<file path="config.mk">
export PLATFORM = sky130hd
export DESIGN_NAME = read_nand
export DESIGN_NICKNAME = d
export VERILOG_FILES = /design/src/rtl/read_nand.sv
export SDC_FILE = /design/constraint.sdc
export NUM_CORES = 1
export LEC_CHECK = 0
export CAP_MARGIN = 30
export CORE_MARGIN = 2
export CORE_UTILIZATION = 55
export CTS_BUF_LIST = sky130_fd_sc_hd__clkbuf_4 sky130_fd_sc_hd__clkbuf_8 sky130_fd_sc_hd__clkbuf_16
export CTS_CLUSTER_SIZE = 12
export DETAILED_ROUTE_END_ITERATION = 16
export DONT_BUFFER_PORTS = 1
export PLACE_DENSITY = 0.7
export SLEW_MARGIN = 30
export SYNTH_ARGS = -nofsm -noshare
export SYNTH_HDL_FRONTEND = slang
export SYNTH_SLANG_ARGS = --single-unit
</file>
<file path="constraint.sdc">
create_clock -name clock -period 4.24 [get_ports clock]
set_clock_uncertainty 0.1 [all_clocks]
set_input_delay 0.848 -clock clock [delete_from_list [all_inputs] [get_ports clock]]
set_output_delay 0.848 -clock clock [all_outputs]
set_load 0.1 [all_outputs]
</file>
<file path="src/rtl/read_nand.sv">
// NAND page-read controller: issues 00h / address / 30h, waits out tR, then streams bytes to the host.
// Optional busy timeout while waiting for ready is enabled by defining READ_TIMEOUT_EN.
module read_nand #(
   parameter int unsigned PACKET_LENGTH  = 1024,
   parameter int unsigned ADDR_CYCLES    = 5,
   parameter int unsigned TWB_CYCLES     = 8,
   parameter int unsigned TIMEOUT_CYCLES = 65535
) (
   input  logic        clock,
   input  logic        reset,
   input  logic        start_read,
   input  logic [39:0] addr_in,
   input  logic        RnB_n,
   input  logic [7:0]  data_bus_in,
   output logic [7:0]  data_out,
   output logic        data_oe,
   output logic        cmd_latch,
   output logic        addr_latch,
   output logic        we_n,
   output logic        re_n,
   output logic [7:0]  rd_data,
   output logic        rd_valid,
   input  logic        rd_ready,
   output logic        busy,
   output logic        done,
   output logic        timeout_err
);

   localparam int unsigned CNT_W = 13;
   localparam int unsigned TWB_W = $clog2(TWB_CYCLES + 1);
   localparam int unsigned TO_W  = 16;
   localparam logic [7:0] CMD_READ    = 8'h00;
   localparam logic [7:0] CMD_CONFIRM = 8'h30;

   if (PACKET_LENGTH < 1 || PACKET_LENGTH > 4096 || ADDR_CYCLES < 1 || ADDR_CYCLES > 5 ||
       TWB_CYCLES < 1 || TIMEOUT_CYCLES < 1 || TIMEOUT_CYCLES > 65535) begin : g_bad_params
      $error("read_nand: parameter out of legal range");
   end

   typedef enum logic [3:0] {
      IDLE, CMD1, ADDR, CMD2, WAIT_BUSY, WAIT_READY, RD_LOW, RD_HOLD, DONE
   } state_t;

   state_t             state;
   logic [39:0]        addr_sr;
   logic [2:0]         addr_cnt;
   logic               we_phase;
   logic [TWB_W-1:0]   twb_cnt;
   logic [CNT_W-1:0]   byte_cnt;
`ifdef READ_TIMEOUT_EN
   logic [TO_W-1:0]    to_cnt;
`else
   assign timeout_err = 1'b0;
`endif

   // we_phase: 0 = strobe-low cycle of a bus write, 1 = hold cycle with we_n high
   always_ff @(posedge clock or posedge reset) begin
      if (reset) begin
         state      <= IDLE;
         addr_sr    <= '0;
         addr_cnt   <= '0;
         we_phase   <= 1'b0;
         twb_cnt    <= '0;
         byte_cnt   <= '0;
         data_out   <= 8'h00;
         data_oe    <= 1'b0;
         cmd_latch  <= 1'b0;
         addr_latch <= 1'b0;
         we_n       <= 1'b1;
         re_n       <= 1'b1;
         rd_data    <= 8'h00;
         rd_valid   <= 1'b0;
         busy       <= 1'b0;
         done       <= 1'b0;
`ifdef READ_TIMEOUT_EN
         to_cnt      <= '0;
         timeout_err <= 1'b0;
`endif
      end else begin
         done <= 1'b0;
`ifdef READ_TIMEOUT_EN
         timeout_err <= 1'b0;
`endif
         case (state)
            IDLE: begin
               if (start_read) begin
                  addr_sr   <= addr_in;
                  byte_cnt  <= '0;
                  busy      <= 1'b1;
                  data_out  <= CMD_READ;
                  data_oe   <= 1'b1;
                  cmd_latch <= 1'b1;
                  we_n      <= 1'b0;
                  we_phase  <= 1'b0;
                  state     <= CMD1;
               end
            end
            CMD1: begin
               if (!we_phase) begin
                  we_n     <= 1'b1;
                  we_phase <= 1'b1;
               end else begin
                  cmd_latch  <= 1'b0;
                  addr_latch <= 1'b1;
                  data_out   <= addr_sr[7:0];
                  addr_sr    <= addr_sr >> 8;
                  addr_cnt   <= '0;
                  we_n       <= 1'b0;
                  we_phase   <= 1'b0;
                  state      <= ADDR;
               end
            end
            ADDR: begin
               if (!we_phase) begin
                  we_n     <= 1'b1;
                  we_phase <= 1'b1;
               end else if (addr_cnt == 3'(ADDR_CYCLES - 1)) begin
                  addr_latch <= 1'b0;
                  cmd_latch  <= 1'b1;
                  data_out   <= CMD_CONFIRM;
                  we_n       <= 1'b0;
                  we_phase   <= 1'b0;
                  state      <= CMD2;
               end else begin
                  addr_cnt <= addr_cnt + 3'd1;
                  data_out <= addr_sr[7:0];
                  addr_sr  <= addr_sr >> 8;
                  we_n     <= 1'b0;
                  we_phase <= 1'b0;
               end
            end
            CMD2: begin
               if (!we_phase) begin
                  we_n     <= 1'b1;
                  we_phase <= 1'b1;
               end else begin
                  cmd_latch <= 1'b0;
                  data_oe   <= 1'b0;
                  data_out  <= 8'h00;
                  twb_cnt   <= '0;
                  state     <= WAIT_BUSY;
               end
            end
            // A missed busy edge falls through after TWB_CYCLES cycles
            WAIT_BUSY: begin
               if (!RnB_n || twb_cnt == TWB_W'(TWB_CYCLES - 1)) begin
                  state <= WAIT_READY;
`ifdef READ_TIMEOUT_EN
                  to_cnt <= '0;
`endif
               end else begin
                  twb_cnt <= twb_cnt + TWB_W'(1);
               end
            end
            WAIT_READY: begin
               if (RnB_n) begin
                  re_n  <= 1'b0;
                  state <= RD_LOW;
               end
`ifdef READ_TIMEOUT_EN
               else if (to_cnt == TO_W'(TIMEOUT_CYCLES - 1)) begin
                  timeout_err <= 1'b1;
                  busy        <= 1'b0;
                  state       <= IDLE;
               end else begin
                  to_cnt <= to_cnt + TO_W'(1);
               end
`endif
            end
            RD_LOW: begin
               re_n     <= 1'b1;
               rd_data  <= data_bus_in;
               rd_valid <= 1'b1;
               state    <= RD_HOLD;
            end
            RD_HOLD: begin
               if (rd_valid && rd_ready) begin
                  rd_valid <= 1'b0;
                  byte_cnt <= byte_cnt + CNT_W'(1);
                  if (CNT_W'(byte_cnt + CNT_W'(1)) == CNT_W'(PACKET_LENGTH)) begin
                     done  <= 1'b1;
                     busy  <= 1'b0;
                     state <= DONE;
                  end else begin
                     re_n  <= 1'b0;
                     state <= RD_LOW;
                  end
               end
            end
            DONE: state <= IDLE;
            default: state <= IDLE;
         endcase
      end
   end

endmodule

</file>
==> results.ini, run 1 <==
[logic_synthesis]
synth-main-ff-cell = dfrtp_1
synth-simple-area-share_pct = 23.1
avgSynthCellArea_um2 = 9.21
synth_top_cells_by_count = nand2_1 (103), dfrtp_1 (87), nor2_1 (49)
ys_top_cells_by_area = dfrtp_1 (49%), nand2_1 (8.8%), a31oi_1 (5.0%)
yosys.area_share.xor_xnor_pct = 0.796
netlist_area_um2 = 4400
synth_fa_ha_area_share_pct = 1.14
synth_warnings = 0
synth_top_area_share_pct = 49.5
synth_top_family_by_area = simple AND/OR/NAND/NOR gates
synth_fp_nets = 535
yosys.cell_types.count = 60
async_reset_ff_share_pct = 100
synth_edf_count = 0
synth.ff_latch_count = 89
synthMuxAreaShare_pct = 2.27
yosysMostFrequentCell = nand2_1
yosysSeqAreaShare_pct = 50.7
synthCells = 478
yosys.area.top_type = dfrtp_1
synth_compound_area_share_pct = 17.9

[timing]
finalSetupTns_ns = 0
worst_pin_slew_ns = 0.909
rsz0062_at_grt = false
setup_viol = 0
slew_viol_final = 0
period_needed_ns = 2.43
fmax_ghz = 0.412
relSlewSlack_pct = 39.4
fin_crit_sh_pct = 57.2
finalHoldViolCount = 0

[floorplan]
die_w_um = 93.5
start_util_pct = 57.0
core-area_um2 = 7730
rows = 32
io_pins = 78
die_y_um = 93.5
dieArea_um2 = 8730

[global_routing]
antenna_found_initial = 0
grt_pass1_wl_mm = 15.1
grtUsageTotal_pct = 21.5
grt_pass1_vias = 3267
grt_max_degree = 65
overflow = 0

[setup_path]
start_kind = flop
crit_type = reg2reg
arrival_ns = 2.53
cp_data_required_time_ns = 4.34
cp_max_fo = 17
crit_path_end_kind = flop

[place]
dpl.hpwl_mm = 6.05
placed_cell_area_um2 = 4420
place_congestion = 0.806
io_buffers = 0

[clock_tree]
clk_pin_slew_worst_paths_ns = 0.09
htreeDepth = 3
cts_buffers = 9
cts_tree = yes
clk_latency_ns = 0.35
clock_path_buffers = 2
cts_resized = 0
clock-sinks = 89
hold_buffers = 0
post_cts_buffers = 0
clock-root-buffer = clkbuf_8

[finish]
syn_to_final_growth_pct = 4.18
register_area_um2 = 2230
drive_above_1_share_pct = 11.9
design_area_um2 = 4590
nNetsFinal = 521
diodes = 0
multi_input_area_um2 = 1990
fillers = 678

[power]
p_leak_uw = 0.00200
powerDensity_nw_per_um2 = 480
irDropWorstVdd_uv = 499

[route]
drc_errors = 0
routedWlPerCell_um = 15.2
vias = 3313
drt_pass1_iterations = 4
drt_wl_total_mm = 8.71
postRouteAntennaNets = 0
drt_iter0_drc = 183
viasPerCell = 5.80

[min_path]
worstHoldPathType = in2async

[job]
drv_cap = 0

[status]
status = completed

-- flip-flops by register name, indices dropped and copies added (netlist names) --
register	count
addr_cnt	3
addr_latch	1
addr_sr	40
busy	1
byte_cnt	13
cmd_latch	1
data_oe	1
data_out	8
done	1
rd_data	8
rd_valid	1
re_n	1
state	4
twb_cnt	4
we_n	1
we_phase	1
-- metal layers --
layer | routed length (um) | global-route usage [%] | part of all wire (%) | up-vias
li1 | - | - | - | 1659
met1 | 4140 | 29.9 | 48 | 1567
met2 | 4040 | 33.9 | 46 | 77
met3 | 451 | 5.88 | 5.2 | 10
met4 | 72 | 4.66 | 0.83 | 0
met5 | 0 | 0 | 0 | -
-- worst max-delay path, stage by stage, from the launching register on --
cell     delay [ns]
dfrtp_1        0.57
nor3b_2        0.43
a21o_1         0.13
nand2_1        0.23
nor3_1         0.66
o21ai_0        0.16
-- area by class of cell --
cell class	count	share of cell area, %
Tap cell	102	2.78
Sequential cell	89	48.6
Clock inverter	7	0.982
Inverter	7	0.600
Timing Repair Buffer	5	0.819
Multi-Input combinational cell	352	43.5
Clock buffer	9	2.70
-- report_power, final --
group	internal [uW]	switching, uW
combinational	125	203
sequential	935	424
clock	212	301
-- stage by stage --
| step | hold slack (ns) | worst slack, ns | total power, uW | cells | utilization (%) |
|---|---|---|---|---|---|
| finish | 0.360 | 1.81 | 2200 | 571 | 59.3 |
| global placement | 0.363 | 1.79 | 1690 | 555 | 57.1 |
| CTS | 0.366 | 1.84 | 2220 | 571 | 59.3 |
| global route | 0.408 | 1.55 | 2300 | 571 | 59.3 |
| floorplan | 0.351 | 0.988 | 1630 | 478 | - |
| detailed placement | 0.367 | 1.66 | 1700 | 555 | 57.2 |
-- worst paths after layout --
kind / startpoint / to / slack [ns] / depth (start not counted)
worst max-delay path: state[0] / addr_cnt[1] / 1.81 / 5
max in group asynchronous: reset / we_n / 2.83 / 2
min in group clock: addr_sr[39] / addr_sr[39] / 0.39 / 2
worst min-delay path: reset / addr_sr[31] / 0.36 / 1
worst min register to register: addr_sr[39] / addr_sr[39] / 0.39 / 2
worst max register to register: state[0] / addr_cnt[1] / 1.81 / 5
-- kinds of logic after synthesis --
kind of cell | Yosys count
AOI/OAI and AO/OA | 118
xor gates and xnor gates | 4
adders and majority gates | 4
buffers and inverters | 37
DFF | 89
muxes | 9
other | 1
and+or+nand+nor | 216
-- cell usage in the layout, fill, tap and decap left out, drive strengths merged, types with 7 or more instances in the layout --
cell type,count
nand2,104
dfrtp,87
nor2,51
a31oi,35
o21ai,34
a21oi,13
nand3,12
clkbuf,9
nor4,9
mux2,8
o31ai,8
nor3,8
a21o,7
inv,7
Power figures use the tool's default switching activity.
==> run 2, diff against run 1 <==
--- a/config.mk
+++ b/config.mk
@@ -12,7 +12,7 @@
 export CTS_CLUSTER_SIZE = 12
 export DETAILED_ROUTE_END_ITERATION = 16
 export DONT_BUFFER_PORTS = 1
-export PLACE_DENSITY = 0.7
+export PLACE_DENSITY = 0.73
 export SLEW_MARGIN = 30
 export SYNTH_ARGS = -nofsm -noshare
 export SYNTH_HDL_FRONTEND = slang
==> constraint.sdc (replaced) <==
create_clock -name clock -period 2 [get_ports clock]
set_clock_uncertainty 0.1 [all_clocks]
set_input_delay 0.4 -clock clock [delete_from_list [all_inputs] [get_ports clock]]
set_output_delay 0.4 -clock clock [all_outputs]
set_load 0.1 [all_outputs]
==> run 2 against run 1 <==
  * Final cell count grew 8.4%
  * Die area is the same
  * Fmax up 26%
  * Power grew 130%
  * Core utilization up 6.9 points
  * Register-to-register slack lost 1.7 ns
  * Final area rose by 12%
  * Critical endpoint is now state[2]
  * Largest power group unchanged
  * Highest routed layer unchanged
==> results.ini, run 2 (same netlist as run 1, synthesis figures left out) <==
[floorplan]
rows = 32  ; unchanged
io_pins = 78  ; unchanged
die_y_um = 93.5  ; unchanged
die_w_um = 93.5  ; unchanged
start_util_pct = 57.0  ; unchanged
dieArea_um2 = 8730  ; unchanged
core-area_um2 = 7730  ; unchanged

[finish]
post-route-util_pct = 66.2  ; +6.9 points
final_common_cell = nand2_1
layout_common_cells = nand2_1 (103), dfrtp_1 (80), nor2_1 (49), buf_4 (47), a31oi_1 (35)
top_register = addr_sr
largest_reg_flops = 40  ; unchanged
design_area_um2 = 5120  ; +12%
syn_to_final_growth_pct = 16.3
diodes = 0  ; unchanged
nNetsFinal = 569  ; +9.2%
drive_above_1_share_pct = 22.6  ; +11 points
largest_registers = addr_sr x40, byte_cnt x13
stdcell_count = 619  ; +8.4%

[setup_path]
r2r-end = state[2]
cp_max_fo = 9  ; -8
crit_type = reg2reg
startpoint = byte_cnt[6]
slowest_stage = or4bb_1
arrival_ns = 2.06  ; -0.47 ns
max_stage_delay_ns = 0.52  ; -0.14 ns
crit_path_end_kind = flop
worst-r2r-cell-count = 5  ; unchanged
path_cells = or4bb_1 -> a21oi_1 -> o2bb2ai_2 -> nor4_2 -> a221oi_2
cp_data_required_time_ns = 2.14  ; -2.20 ns
start_kind = flop
r2r_start = byte_cnt[6]
reg2reg_slack_ns = 0.08  ; -1.73 ns
crit_end = state[2]

[place]
place_ws_ns = -0.00229  ; -1.67 ns
dpl.hpwl_mm = 6.52  ; +7.7%
io_buffers = 0  ; unchanged
place_congestion = 0.858  ; +6.5%
dp_cells = 596  ; +7.4%
placed_cell_area_um2 = 4760  ; +7.9%

[clock_tree]
cts_buffers = 9  ; unchanged
clock-sinks = 89  ; unchanged
clock-root-buffer = clkbuf_8
clk_latency_ns = 0.36  ; about the same
htreeDepth = 3  ; unchanged
clk_pin_slew_worst_paths_ns = 0.10  ; about the same
clock_path_buffers = 2  ; unchanged
cts_tree = yes

[route]
postRouteAntennaNets = 0  ; unchanged
drt_iter0_drc = 180  ; -1.6%
drt_pass1_iterations = 4  ; unchanged
drt_wl_total_mm = 9.65  ; +11%
drc_errors = 0  ; unchanged
viasPerCell = 5.80  ; about the same
routedWlPerCell_um = 15.6  ; +2.2%
vias = 3589  ; +8.3%

[global_routing]
grt_pass1_vias = 3464  ; +6.0%
overflow = 0  ; unchanged
grt_max_degree = 90  ; +38%
grt_pass1_wl_mm = 16.0  ; +6.2%
grtUsageTotal_pct = 23.0  ; +1.5 points
antenna_found_initial = 0  ; unchanged

[power]
powerDensity_nw_per_um2 = 987  ; +110%
irDropWorstVdd_uv = 1160  ; +130%
p_leak_uw = 0.00227  ; +13%

[job]
drv_cap = 0  ; unchanged

[timing]
fin_crit_sh_pct = 96.0  ; +39 points
setup_viol = 0  ; unchanged
fmax_ghz = 0.521  ; +26%
slew_viol_final = 0  ; unchanged
worst_pin_slew_ns = 0.909  ; +0.0000533 ns
finalHoldViolCount = 0  ; unchanged
setup_ws_ns = 0.0791  ; -1.73 ns
relSlewSlack_pct = 39.4  ; about the same
period_needed_ns = 1.92  ; -0.506 ns

[status]
status = completed

[min_path]
worstHoldPathType = in2reg

[run 2: changes by cell type in the layout (fill, tap and decap cells not counted), sizes merged]
cell	previous run	this run
dlygate4sd3	0	1
inv	7	9
buf	5	51
clkinv	6	0
clkinvlp	1	3
bufinv	0	1
clkbuf	9	11
[run 2: per-stage QoR]
| step | hold WS (ns) | setup TNS [ns] | total power (uW) |
|---|---|---|---|
| global route | 0.0567 | -0.0107 | 5280 |
| global placement | 0.344 | 0 | 3690 |
| detailed placement | 0.347 | -0.00229 | 3730 |
| floorplan | 0.351 | 0 | 3460 |
| CTS | 0.0552 | 0 | 5040 |
| finish | 0.0614 | 0 | 5050 |
[run 2: worst min-delay path by stage]
stage / start / to / slack [ns] / cells after the start
2_1_floorplan: addr_sr[32] / addr_sr[32] / 0.35 / 2
3_3_place_gp: reset / rd_data[6] / 0.34 / 2
3_5_place_dp: reset / rd_data[6] / 0.35 / 2
4_1_cts: addr_in[35] / addr_sr[35] / 0.06 / 2
5_1_grt: addr_in[35] / addr_sr[35] / 0.06 / 2
6_report: addr_in[35] / addr_sr[35] / 0.06 / 2
[run 2: report_power, final]
group	leakage, uW	internal, uW	switching (uW)
sequential	0.00111	1990	887
combinational	0.00106	376	486
clock	0.000101	629	683
total	0.00227	3000	2060
[run 2: layout make-up]
class	count	area (um2)
timing repair buffer	53	459
clock inverter	6	73.8
sequential	89	2240
multi-input combinational	352	2050
clock buffer	10	138
inverter	7	30.0
fill	627	2610
tap	102	128
[run 2: per-layer routing]
metal,routed length (um),GRT usage [%]
met1,4320,31.3
met2,4710,36.7
met3,508,4.51
met4,116,8.21
met5,0,0
[run 2: critical path, delay by kind of cell, from the launching register on]
family,cells,cell delay (ns)
AND/OR/NAND/NOR,2,0.83
flip-flops,1,0.47
AO/OA/AOI/OAI,3,0.41
[run 2: repair_timing]
action | CTS | global route
gates cloned | 0 | 1
gates resized for setup | 1 | 17
hold endpoints to repair | 87 | 0
pin swaps | 0 | 3
hold buffers | 1 | 0
setup buffers | 0 | 5
endpoints found under the setup margin | 1 | 27
==> run 3, diff against run 2 <==
--- a/config.mk
+++ b/config.mk
@@ -6,9 +6,9 @@
 export NUM_CORES = 1
 export LEC_CHECK = 0
 export CAP_MARGIN = 30
-export CORE_MARGIN = 2
 export CORE_UTILIZATION = 55
 export CTS_BUF_LIST = sky130_fd_sc_hd__clkbuf_4 sky130_fd_sc_hd__clkbuf_8 sky130_fd_sc_hd__clkbuf_16
+export CTS_CLUSTER_DIAMETER = 30
 export CTS_CLUSTER_SIZE = 12
 export DETAILED_ROUTE_END_ITERATION = 16
 export DONT_BUFFER_PORTS = 1
==> run 3 against run 2 <==
  * Critical endpoint is now state[3]
  * First-iteration DRC count grew 24%
  * Fmax grew 1.0%
  * Sequential power is essentially flat
  * Combinational power grew 0.7%
  * Flip-flop and latch count is the same
  * Final cell count shrank 0.81%
  * Highest routed layer unchanged
  * Register-to-register slack gained 0.02 ns
==> results.ini, run 3 (same netlist as run 1, synthesis figures left out) <==
[global_routing]
grt_pass1_vias = 3443  ; -0.61%
grt_pass1_wl_mm = 15.5  ; -3.4%
overflow = 0  ; unchanged
antenna_found_initial = 0  ; unchanged
grtUsageTotal_pct = 23.2  ; +0.27 points
grt_max_degree = 65  ; -28%

[timing]
fin_crit_sh_pct = 95.1  ; -0.95 points
fmax_ghz = 0.526  ; +1.0%
slew_viol_final = 0  ; unchanged
finalHoldViolCount = 0  ; unchanged
setup_viol = 0  ; unchanged
worst_pin_slew_ns = 0.908  ; -0.000854 ns
period_needed_ns = 1.90  ; -0.0190 ns
relSlewSlack_pct = 39.4  ; +0.057 points

[clock_tree]
cts_tree = yes
htreeDepth = 3  ; unchanged
clock-sinks = 89  ; unchanged
post_cts_buffers = 0  ; unchanged
clock_path_buffers = 2  ; unchanged
clock-root-buffer = clkbuf_8
cts_buffers = 9  ; unchanged
clk_pin_slew_worst_paths_ns = 0.09  ; about the same
clk_latency_ns = 0.36  ; about the same

[route]
routedWlPerCell_um = 15.3  ; -1.8%
viasPerCell = 5.78  ; -0.39%
drt_wl_total_mm = 9.40  ; -2.5%
drc_errors = 0  ; unchanged
drt_pass1_iterations = 5  ; +1
postRouteAntennaNets = 0  ; unchanged
drt_iter0_drc = 224  ; +24%
vias = 3546  ; -1.2%

[floorplan]
die_w_um = 91.5  ; -2.1%
dieArea_um2 = 8360  ; -4.2%
start_util_pct = 57.0  ; unchanged
core-area_um2 = 7730  ; unchanged
die_y_um = 91.5  ; -2.1%
io_pins = 78  ; unchanged
rows = 32  ; unchanged

[place]
io_buffers = 0  ; unchanged
place_congestion = 0.816  ; -4.8%
dp_cells = 596  ; unchanged
dpl.hpwl_mm = 6.59  ; +1.0%
placed_cell_area_um2 = 4790  ; +0.53%

[setup_path]
crit_path_end_kind = flop
worst-r2r-cell-count = 6  ; +1
start_kind = flop
r2r-end = state[3]
cp_max_fo = 9  ; unchanged
crit_type = reg2reg
reg2reg_slack_ns = 0.1  ; +0.02 ns
cp_data_required_time_ns = 2.16  ; +0.02 ns
arrival_ns = 2.06  ; about the same
r2r_start = byte_cnt[4]

[finish]
syn_to_final_growth_pct = 15.5
design_area_um2 = 5080  ; -0.66%
largest_registers = addr_sr x40, byte_cnt x13
layout_common_cells = nand2_1 (103), dfrtp_1 (85), nor2_1 (49), buf_4 (41), a31oi_1 (35)
top_register = addr_sr
final_common_cell = nand2_1
nNetsFinal = 564  ; -0.88%
fillers = 630  ; +0.48%
diodes = 0  ; unchanged
stdcell_count = 614  ; -0.81%
post-route-util_pct = 65.8  ; -0.44 points
drive_above_1_share_pct = 20.7  ; -1.9 points
largest_reg_flops = 40  ; unchanged

[power]
irDropWorstVdd_uv = 1050  ; -9.9%
powerDensity_nw_per_um2 = 985  ; -0.20%
p_leak_uw = 0.00226  ; -0.31%

[status]
status = completed

[min_path]
hold_end = addr_sr[37]
worstHoldPathType = in2reg
hold_depth = 2  ; unchanged
hold_start = addr_in[37]

[job]
drv_cap = 0  ; unchanged

run 3: metal layers:
layer  vias to the layer above  routed length [um]  track usage [%]
met4                         0                 192             8.99
met2                       102                4600             38.8
met1                      1688                4110             30.2
met3                        19                 499             3.94
met5                         -                   0                0
li1                       1737                   -                -
run 3: worst max-delay path by stage:
| stage | from | end | slack [ns] | cells past startpoint |
|---|---|---|---|---|
| final | byte_cnt[4] | state[3] | 0.1 | 6 |
| after global routing | byte_cnt[4] | state[3] | -0.08 | 6 |
| after CTS | state[0] | addr_cnt[1] | 0.05 | 5 |
| after detailed placement | byte_cnt[0] | state[2] | -0.04 | 6 |
| after global placement | byte_cnt[0] | state[2] | 0.08 | 6 |
| after floorplan | byte_cnt[0] | state[2] | 0.03 | 6 |
run 3: worst max-delay path: stages, from the launching register on:
cell     delay [ns]
dfrtp_1        0.49
nand3_2        0.12
buf_4          0.17
or2_1          0.26
o31ai_2        0.25
nand2_1        0.11
nor4_2         0.31
run 3: area by class of cell:
type                       instances  area (um2)  area share (%)
multi-input combinational        352        2040            40.2
clock buffer                      10         131            2.58
clock inverter                     6        75.1            1.48
timing repair buffer              48         443            8.71
inverter                           7        30.0           0.591
tap                              102         128            2.51
sequential                        89        2230            43.9
run 3: through the flow:
stage | hold WS, ns | setup slack [ns] | TNS, ns | total power (uW)
after floorplan | 0.351 | 0.0325 | 0 | 3460
after global placement | 0.231 | 0.0752 | 0 | 3690
after detailed placement | 0.238 | -0.0446 | -0.0446 | 3730
after CTS | 0.0470 | 0.0451 | 0 | 5010
after global routing | 0.0605 | -0.0775 | -0.0775 | 5210
final | 0.0579 | 0.0982 | 0 | 5010
run 3: power breakdown:
group	total [uW]	internal, uW	switching [uW]
logic	869	371	498
clock network	1290	611	675
registers	2850	1990	868
total	5010	2970	2040
run 3: what timing repair did:
item	CTS	global route
hold buffers	1	0
pin swaps	1	0
gates resized for setup	1	10
gates cloned	0	1
endpoints found under the setup margin	1	15
hold endpoints to repair	20	0
==> RTL edit 1, RTL diff (flow settings as in run 1) <==
Add a define of `READ_TIMEOUT_EN`.
--- a/src/rtl/read_nand.sv
+++ b/src/rtl/read_nand.sv
@@ -2,2 +2,4 @@
 // Optional busy timeout while waiting for ready is enabled by defining READ_TIMEOUT_EN.
+`define READ_TIMEOUT_EN
+
 module read_nand #(
Formal check against the unedited RTL: same outputs for any inputs over 10 cycles, from zero or initial values and one cycle with reset high; that may be too few to reach the edited logic, so the function may still have changed.
==> RTL edit 1 against run 1 <==
Routed wire length rose by 20%; count of clock-buffer cells in the layout stayed put; utilization rose by 0.24 points; sequential cell count is 17 higher; final cell count up 20%; fmax down 19%; design area rose by 20%; setup slack worse by 590 ps; worst hold slack worse by 57 ps; synthesized area up 19%; die area grew 18%; critical path type unchanged; critical endpoint is now byte_cnt[4]; largest cell class unchanged.
Power is not compared: it rests on default switching activity, and its combinational part moved more than twofold at a synthesized area within 25%.
==> RTL edit 1: results (changes against run 1) <==
* Run status: completed (unchanged)
* WL per Instance at 15.31 µm (was 15.25 µm)
* Syn Nets at 622 (was 535)
* Compound-Gate Fraction of Synth Area at 14.87% (was 17.88%)
* R2r startpoint: state[1] (was state[0])
* GPL Wtd Cong at 0.8180 (was 0.8056)
* Dpl cells at 669 (was 555)
* Top flop regs: addr_sr x40, to_cnt x16, byte_cnt x13 (was addr_sr x40, byte_cnt x13)
* Avg Vias per Cell at 5.686 (was 5.802)
* Worst-path clk slew at 110 ps (was 90 ps)
* VDD IR max at approximately 0.66 mV
* Initial DRT Pass Iterations at 4 (unchanged)
* CP max-delay cell: dfrtp_1 (was nor3_1)
* Routed wire length at 10.49 mm (was 8.707 mm)
* Avg Inst Size Synth at 9.283 µm² (was 9.209 µm²)
* CP Capture Point: byte_cnt[4] (was addr_cnt[1])
* Switching Fraction at between 50% and 60%
* Vias in the first global route at 3697 (was 3267)
* PnR Total Power at 4.376 mW
* CP max stage delay at 760 ps (was 660 ps)
* Sequential area share after synthesis at 50.80% (was 50.65%)
* Xor/xnor cell area share of the yosys netlist at 3.017% (was 0.7959%)
* Layout cells sized above 1 at 10.25% (was 11.94%)
* First-pass GRT wire length at 17.71 mm (was 15.08 mm)
* CP max FO at 27 (was 17)
* First DRT Iteration DRCs at 221 (was 183)
* R2r worst-path depth at 6 (was 5)
* WP data arrival at 3150 ps (was 2530 ps)
* Hpwl dp at 7.566 mm (was 6.054 mm)
* Layout fillers at 828 (was 678)
* Fin nets at 610 (was 521)
* Synth unique cells at 59 (was 60)
* Worst-Skew Late Latency at 370 ps (was 350 ps)
* Adder-cell share of the synthesized area at 1.436% (was 1.137%)
* Worst slew pin tran at 964.8 ps (was 909.3 ps)
* All-Layer GR Usage at 21.74% (was 21.47%)
* R2R setup slack at 1230 ps (was 1810 ps)
* Grt ovf at 0 (unchanged)
* Synth top area cells: dfrtp_1 (50%), nand2_1 (7.8%), nor2_1 (4.7%) (was dfrtp_1 (49%), nand2_1 (8.8%), a31oi_1 (5.0%))
* Pin count of the biggest net entering global routing at 49 (was 65)
* Antenna diode count at 0 (unchanged)
* Post-synthesis mux area share at 2.538% (was 2.274%)
* Synth cell count leaders: nand2_1 (108), dfrtp_1 (104), nor2_1 (66), a31oi_1 (36), o21ai_0 (25) (was nand2_1 (103), dfrtp_1 (87), nor2_1 (49), a31oi_1 (35), o21ai_0 (26))
[RTL edit 1: changes by cell type in the layout (fill, tap and decap cells not counted), moves of 5 or more]
| cell | before | now |
|---|---|---|
| nor4_1 | 8 | 2 |
| nor2_1 | 49 | 66 |
| clkinv_2 | 5 | 0 |
| inv_1 | 6 | 12 |
| o21ai_2 | 8 | 2 |
| dfrtp_1 | 87 | 104 |
| xor2_1 | 1 | 11 |
| nand4_1 | 5 | 15 |
| nand3_1 | 10 | 22 |
| nand2_1 | 103 | 108 |
[RTL edit 1: routing by layer]
metal	share of wire [%]	wire [µm]	global-route usage [%]	vias to the layer above
met5	0	0	0	-
met4	0.78	82	5.613	0
met3	5.3	552	6.004	6
met2	47	4890	34.08	79
met1	47	4961	30.20	1856
li1	-	-	-	1954
[RTL edit 1: worst min path at each step]
stage	end	slack, ps	cells past startpoint
global placement	addr_sr[33]	350	2
global route	rd_data[5]	340	1
floorplan	addr_sr[32]	340	2
finish	rd_data[5]	300	1
detailed placement	addr_sr[36]	360	2
CTS	addr_sr[37]	320	1
[RTL edit 1: area by class of cell]
cell class	count	area [µm²]	area share [%]
sequential	106	2655	48.23
clock inverter	7	70.07	1.273
tap	129	161.4	2.932
clock buffer	9	123.9	2.250
timing repair buffer	7	52.55	0.9545
multi-input combinational	414	2391	43.43
inverter	13	51.30	0.9318
[RTL edit 1: metrics by stage]
step	setup WS (ps)	area, µm²	hold slack [ps]
final	1227	5505	302.8
after global routing	957.0	5505	338.1
after CTS	1272	5505	316.4
after detailed placement	1239	5311	358.3
after global placement	1307	5310	348.8
after floorplan	506.4	5226	338.6
==> RTL edit 2, RTL diff (config.mk and constraints of run 1) <==
Without the edit above. Encoding of `state_t`: now one-hot (9 bits for 9 states).
--- a/src/rtl/read_nand.sv
+++ b/src/rtl/read_nand.sv
@@ -39,4 +39,4 @@
 
-   typedef enum logic [3:0] {
-      IDLE, CMD1, ADDR, CMD2, WAIT_BUSY, WAIT_READY, RD_LOW, RD_HOLD, DONE
+   typedef enum logic [8:0] {
+      IDLE = 9'b000000001, CMD1 = 9'b000000010, ADDR = 9'b000000100, CMD2 = 9'b000001000, WAIT_BUSY = 9'b000010000, WAIT_READY = 9'b000100000, RD_LOW = 9'b001000000, RD_HOLD = 9'b010000000, DONE = 9'b100000000
    } state_t;
Check against the original RTL: same outputs for any inputs over 10 cycles, from zero or initial values and one cycle with reset high; not proved beyond that.
==> RTL edit 2 against run 1 <==
Non-clock buffer count shrank 1; critical endpoint is now addr_cnt[2]; setup slack lost 340 ps; utilization grew 0.23 points; sequential share of layout area shrank 0.73 points; synthesized area grew 7.2%; design area grew 7.3%; routed wire length grew 9.2%; die area grew 6.9%; sequential cell count grew 5.
Power is not compared: it rests on default switching activity, and its combinational part moved more than twofold at a synthesized area within 25%.
==> RTL edit 2: results (changes against run 1) <==
* Run status: completed (unchanged)
* Vias in the first global route at 3301 (was 3267)
* Synth top area cells: dfrtp_1 (48%), nand2_1 (7.4%), mux2i_1 (7.0%) (was dfrtp_1 (49%), nand2_1 (8.8%), a31oi_1 (5.0%))
* CP max FO at 36 (was 17)
* CTS buffer count at 9 (unchanged)
* Fin worst setup slack at 1468 ps (was 1813 ps)
* Post-CTS setup buffer count at 0 (unchanged)
* Avg Vias per Cell at 5.687 (was 5.802)
* First DRT Iteration DRCs at 172 (was 183)
* Hpwl dp at 6.626 mm (was 6.054 mm)
* Ys async rst share at 100.0% (unchanged)
* Met1 Usage GRT at 29.74% (was 29.90%)
* Fin nets at 543 (was 521)
* CP Capture Point: addr_cnt[2] (was addr_cnt[1])
* HP Class: in -> async (unchanged)
* Maximum root-to-sink buffer count at 2 (unchanged)
* Worst-Skew Late Latency at 370 ps (was 350 ps)
* All-Layer GR Usage at 21.07% (was 21.47%)
* Yosys warnings at 0 (unchanged)
* Dpl cells at 579 (was 555)
* Initial antenna violation count at 0 (unchanged)
* Synth cell count leaders: nand2_1 (93), dfrtp_1 (91), o21ai_1 (47), o21ai_0 (37), mux2i_1 (33) (was nand2_1 (103), dfrtp_1 (87), nor2_1 (49), a31oi_1 (35), o21ai_0 (26))
* P_leak at 2.139 nW
* WP data arrival at 2970 ps (was 2530 ps)
* Sequential area share after synthesis at 49.93% (was 50.65%)
* Vias at 3384 (was 3313)
* CP max stage delay at 540 ps (was 660 ps)
* Yosys top cell area share at 48.26% (was 49.46%)
* Initial DRT Pass Iterations at 4 (unchanged)
* M2 GR Usage at 31.25% (was 33.87%)
* Pre-CTS setup slack at 1461 ps (was 1663 ps)
* Routed wire length at 9.511 mm (was 8.707 mm)
* First-pass GRT wire length at 16.15 mm (was 15.08 mm)
* Synth unique cells at 56 (was 60)
* Port-buffer cells at 0 (unchanged)
* Rows at 33 (was 32)
* Delay-heaviest family, CP: simple AND/OR/NAND/NOR gates (unchanged)
* Top flop regs: addr_sr x40, byte_cnt x13, state x9 (was addr_sr x40, byte_cnt x13)
* CP max-delay cell: dfrtp_1 (was nor3_1)
* Worst-path clk slew at roughly 100 ps
* Worst setup startpoint: state[3] (was state[0])
* GPL Wtd Cong at 0.9473 (was 0.8056)
* H-tree depth at 3 (unchanged)
* Resize count post-CTS at 0 (unchanged)
* Layout cells sized above 1 at 9.388% (was 11.94%)
* Syn Nets at 557 (was 535)
* Clock root buffer: clkbuf_8 (unchanged)
* Pin count of the biggest net entering global routing at 82 (was 65)
* Placed cell areas at 0.004735 mm² (was 0.004417 mm²)
* Worst slew pin tran at 997.2 ps (was 909.3 ps)
* R2r worst-path depth at 6 (was 5)
* M3 GR Usage at 5.491% (was 5.882%)
* Avg Inst Size Synth at 9.455 µm² (was 9.209 µm²)
* Max Slew Vio Count at 0 (unchanged)
-- RTL edit 2: per-layer routing --
metal  vias to the layer above  wire length, µm
li1                       1710                -
met1                      1568             4531
met2                        89             4200
met3                        17              585
met4                         0              193
met5                         -                0
-- RTL edit 2: report_power, final --
group / internal (mW) / switching [mW]
Clock: 0.229 / 0.339
Sequential: 1.19 / 0.650
Combinational: 0.483 / 0.805
-- RTL edit 2: logic make-up (layout without fill, tap and decap cells) --
logic type	after synthesis	count (layout)	share of synthesized area [%]
flip-flops	94	94	49.93
AND/OR/NAND/NOR	190	190	19.81
AO/OA/AOI/OAI	119	119	14.03
adder cells (fa/ha/maj)	5	5	1.326
XOR/XNOR	6	6	1.114
other	1	1	0.07948
multiplexers	43	43	9.388
buffers and inverters	41	32	4.322
-- RTL edit 2: worst min-delay path by stage --
stage,end,slack [ps],cells past startpoint
2_1_floorplan,addr_sr[10],360,2
3_3_place_gp,addr_sr[37],370,2
3_5_place_dp,addr_sr[28],370,2
4_1_cts,addr_sr[36],380,1
5_1_grt,byte_cnt[5],410,1
6_report,addr_sr[36],360,1
-- RTL edit 2: layout make-up --
class / instances / area [µm²]
sequential: 94 / 2356
clock inverter: 6 / 53.80
multi-input combinational: 364 / 2167
clock buffer: 10 / 131.4
timing repair buffer: 4 / 30.03
inverter: 12 / 50.05
fill: 730 / 3338
tap: 105 / 131.4
-- RTL edit 2: worst reg2reg max path, delay by kind of cell (launching register included) --
family          cells  cell delay (ps)
simple gates        2              910
compound gates      3              700
flops               1              540
buf+inv             1              460
